File: config.mk
export PLATFORM = sky130hd
export DESIGN_NAME = combo_lock_ctrl
export DESIGN_NICKNAME = d
export VERILOG_FILES = /design/src/rtl/combo_lock_ctrl.sv
export SDC_FILE = /design/constraint.sdc
export NUM_CORES = 1
export LEC_CHECK = 0
export CORE_UTILIZATION = 36
export CTS_CLUSTER_DIAMETER = 40
export DETAILED_ROUTE_END_ITERATION = 8
export PLACE_DENSITY = 0.52
export SLEW_MARGIN = 15
export SYNTH_ARGS = -nofsm -noshare
export SYNTH_HDL_FRONTEND = slang
export SYNTH_SLANG_ARGS = --single-unit
export TNS_END_PERCENT = 20
File: constraint.sdc
create_clock -name clk -period 2.9 [get_ports clk]
set_input_delay 0.435 -clock clk [delete_from_list [all_inputs] [get_ports clk]]
set_output_delay 0.435 -clock clk [all_outputs]
set_load 0.02 [all_outputs]
File: src/rtl/combo_lock_ctrl.sv
// combo_lock_ctrl: combination-lock sequencer producing display mode, attempts and unlock
// Ports:
//   clk, rst_n          - system clock, asynchronous active-low reset
//   en                  - lock enable level
//   submit              - debounced submit button level (rising edge = one try)
//   entry[5:0]          - combination, sampled on an accepted submit
//   mode[2:0]           - 0 CLOSED, 1 TRYS, 2 OPEN, 3 DENIED, 4 LOCKED
//   attempts_left[1:0]  - remaining tries
//   unlock              - high exactly while OPEN
module combo_lock_ctrl #(
  parameter logic [5:0] PASSCODE       = 6'b101001,
  parameter int         MAX_ATTEMPTS   = 3,
  parameter int         OPEN_CYCLES    = 50_000_000,
  parameter int         DENIED_CYCLES  = 25_000_000,
  parameter int         LOCKOUT_CYCLES = 250_000_000
) (
  input  logic       clk,
  input  logic       rst_n,
  input  logic       en,
  input  logic       submit,
  input  logic [5:0] entry,
  output logic [2:0] mode,
  output logic [1:0] attempts_left,
  output logic       unlock
);
  localparam int MAXC = (OPEN_CYCLES > DENIED_CYCLES)
                        ? ((OPEN_CYCLES > LOCKOUT_CYCLES) ? OPEN_CYCLES : LOCKOUT_CYCLES)
                        : ((DENIED_CYCLES > LOCKOUT_CYCLES) ? DENIED_CYCLES : LOCKOUT_CYCLES);
  localparam int TW = (MAXC > 1) ? $clog2(MAXC) : 1;
  typedef enum logic [2:0] {
    IDLE    = 3'd0,
    READY   = 3'd1,
    OPEN    = 3'd2,
    DENIED  = 3'd3,
    LOCKOUT = 3'd4
  } state_t;
  state_t        state, state_n;
  logic [TW-1:0] timer, timer_n;
  logic [1:0]    cnt_n;
  logic          submit_q;
  logic          expired;
  logic          accept;
  assign expired = (timer == '0);
  assign accept  = submit & ~submit_q;
  always_comb begin
    state_n = state;
    cnt_n   = attempts_left;
    timer_n = timer - TW'(1);
    case (state)
      IDLE: state_n = en ? READY : IDLE;
      READY: begin
        // en low wins over a simultaneous submit edge: no compare, counter kept
        if (!en) state_n = IDLE;
        else if (accept) begin
          if (entry == PASSCODE) begin
            state_n = OPEN;
            cnt_n   = 2'(MAX_ATTEMPTS);
            timer_n = TW'(OPEN_CYCLES - 1);
          end else begin
            state_n = DENIED;
            cnt_n   = (attempts_left == '0) ? 2'd0 : attempts_left - 2'd1;
            timer_n = TW'(DENIED_CYCLES - 1);
          end
        end
      end
      OPEN: state_n = !en ? IDLE : expired ? READY : OPEN;
      DENIED: begin
        // with no attempts left the phase is committed to lockout and ignores en
        if (expired && attempts_left == '0) begin
          state_n = LOCKOUT;
          timer_n = TW'(LOCKOUT_CYCLES - 1);
        end else if (expired || (!en && attempts_left != '0))
          state_n = en ? READY : IDLE;
      end
      LOCKOUT: begin
        if (expired) begin
          state_n = en ? READY : IDLE;
          cnt_n   = 2'(MAX_ATTEMPTS);
        end
      end
      default: state_n = IDLE;
    endcase
  end
  always_ff @(posedge clk or negedge rst_n) begin
    if (!rst_n) begin
      state         <= IDLE;
      timer         <= '0;
      submit_q      <= 1'b0;
      attempts_left <= 2'(MAX_ATTEMPTS);
      mode          <= 3'd0;
      unlock        <= 1'b0;
    end else begin
      state         <= state_n;
      timer         <= timer_n;
      submit_q      <= submit;
      attempts_left <= cnt_n;
      mode          <= state_n;
      unlock        <= (state_n == OPEN);
    end
  end
endmodule

==> impl_metrics.ini, run 1 <==
[global_route]
grt_busiest_layer = met2
gr-total-overflow = 0
use_met2_pct = 29.2
grt_start_max_net_pins = 36
grt.met1_usage_pct = 22.2
antenna_found_initial = 0
grt_util_all_layers_pct = 17.3
grt_pass1_wl_mm = 6.99
met3_usage_pct = 4.28
grt_pass1_vias = 1493

[clock_tree]
path_clk_slew_ps = 70
insertion_delay_ps = 290
cts.sinks = 35
cts_buffer_depth = 2
cts-root-buf = clkbuf_8
cts_made_buffers = 5
post_cts_buffers = 0
cts_hold_buffers = 0
h-tree-depth = 2
cts.repair.resized = 0
cts_tree = yes

[sta]
setup_viol = 0
finalCritPeriodShare_pct = 85.8
setup_tns_ps = 0
skew_ps = 9.14
period_needed_ps = 2490
finalHoldViolations = 0
slew_violations = 0
tightest_slew_ps = 809
maxSlewHeadroom_pct = 45.9
rsz0062_at_grt = false
fmax_mhz = 402

[layout]
layout-drive-gt1-share_pct = 11.6
fin_util_pct = 45.9
fillers = 465
area_delta_synth_final_pct = 20.8
fin_nets = 228
diodes = 0

[detailed_routing]
via_per_inst = 5.08
drt_iter0_markers = 63
ant_nets = 0
drc = 0
vias = 1437
drt_first_pass_iters = 4
wl_per_cell_um = 14.3
routed_wirelength_mm = 4.04

[worst_setup_path]
worstPathArrival_ps = 2700
cp.required_ps = 3110
end_kind = flip-flop
worstPathMaxFanout = 5
startpoint_type = flip-flop
critical_path_class = reg -> reg

[power_and_ir_drop]
powerDensity_nw_per_um2 = 726
vdd_drop_max_uv = 351
power.leakage_nw = 0.826

[synth]
synth_flop_cell = dfrtp_1
synth_area_leaders = dfrtp_1 45%, nand2_1 6.6%, xnor2_1 5.8%
netlist_area_um2 = 1820
ys_async_sr_fraction_pct = 100
ys_seq_area_share_pct = 48.2
synth_seq_cells = 35
synth_cells = 190
yosys_warnings = 0
ys_types = 37
synth-edff-count = 0
synth.largest_area_cell = dfrtp_1
syn_avg_cell_area_um2 = 9.58
synth_top_area_share_pct = 45.4
synth_nets = 202

[die]
start_util_pct = 38.0
die_width_um = 73.1
die_height_um = 73.1
core_area_um2 = 4790
ios = 16
rows = 25
die_area_um2 = 5350

[worst_hold_path]
hold_path.class = reg -> reg

[place]
numPortBuffers = 15
dp_hpwl_mm = 3.01
place_congestion = 0.782

[run_status]
status = completed

[run]
cap_violations = 0
registers in the layout, indices dropped and copies added (netlist names):
name and flops:
timer 28, state 3, attempts_left 2, submit_q 1
unlock 1
worst paths after layout:
kind | start | slack (ps) | cells past startpoint | endpoint
max in group asynchronous | rst_n | 2000 | 2 | attempts_left[1]
hold / removal | timer[0] | 490 | 1 | timer[0]
hold reg to reg | timer[0] | 490 | 1 | timer[0]
setup reg to reg | timer[8] | 410 | 5 | state[0]
min in group asynchronous | rst_n | 560 | 2 | timer[0]
setup / recovery | timer[8] | 410 | 5 | state[0]
synthesized netlist by cell type, types with 2 or more instances:
cell	n
nand2b_1	3
nor3_1	6
nor4_1	9
a21oi_1	6
nand2_1	32
and3_1	4
nand3b_1	5
nor2_1	14
clkbuf_1	2
nand3_1	4
a21boi_0	3
or4_4	2
dfrtp_1	33
nor3b_1	2
or4_1	3
xor2_1	12
xnor2_1	12
o21ai_0	12
dfstp_2	2
nor2b_1	2
inv_1	3
ha_1	2
or3_2	2
or2_2	2
cell type report:
cell class,instances,area (µm²),area share (%)
repair buffers,21,195,8.88
flip-flops and latches,35,878,40.0
well taps,67,83.8,3.81
inverters,3,11.3,0.512
clock buffers,5,68.8,3.13
multi-input cells,150,923,42.0
clock inverters,2,37.5,1.71
power breakdown:
group          internal (mW)  switching (mW)  leakage, nW  total, mW
Sequential             0.623           0.131        0.399      0.754
Clock                  0.251           0.177       0.0502      0.428
Combinational          0.202           0.212        0.377      0.414
Total                   1.08           0.520        0.826       1.60
metal layers:
metal	up-vias	wire (µm)
met4	0	40
li1	714	-
met5	-	0
met3	5	154
met1	685	1910
met2	33	1930
per-stage QoR:
step	worst slack [ps]	instance area [µm²]	instances	total power [mW]	hold slack [ps]
3_5_place_dp	265	2090	276	1.18	486
5_1_grt	207	2200	283	1.70	529
2_1_floorplan	529	1820	190	1.02	139
3_3_place_gp	349	2090	276	1.16	472
4_1_cts	372	2200	283	1.62	495
6_report	413	2200	283	1.60	488
worst max-delay path, stage by stage (launching register included):
cell and delay [ps]:
dfrtp_1 420, or4_4 570, or3_4 410, or4_4 540
maj3_2 330, o211ai_2 140
kinds of logic (layout without fill, tap and decap cells):
family / Yosys count / count (layout) / synth area share [%]
flip-flops: 35 / 35 / 48.2
AND/OR/NAND/NOR: 97 / 97 / 28.6
buffers and inverters: 5 / 31 / 1.03
adder cells (fa/ha/maj): 3 / 3 / 1.99
AO/OA/AOI/OAI: 26 / 26 / 8.59
XOR/XNOR: 24 / 24 / 11.5
cell usage in the layout (no fill, tap or decap), types with 4 or more instances in the layout:
cell / count
a21oi_1: 6
and3_1: 4
buf_4: 6
clkbuf_8: 5
clkdlybuf4s50_1: 15
dfrtp_1: 33
nand2_1: 32
nand3_1: 4
nand3b_1: 5
nor2_1: 14
nor3_1: 6
nor4_1: 9
o21ai_0: 12
xnor2_1: 12
xor2_1: 12
Note: power is estimated with default switching activity, not from simulation.
==> run 2, diff against run 1 <==
--- a/config.mk
+++ b/config.mk
@@ -9,6 +9,7 @@
 export CTS_CLUSTER_DIAMETER = 40
 export DETAILED_ROUTE_END_ITERATION = 8
 export PLACE_DENSITY = 0.52
+export SETUP_SLACK_MARGIN = 0.1
 export SLEW_MARGIN = 15
 export SYNTH_ARGS = -nofsm -noshare
 export SYNTH_HDL_FRONTEND = slang
==> results of run 2 <==
Final layout, timing and power as in run 1 (identical DEF).
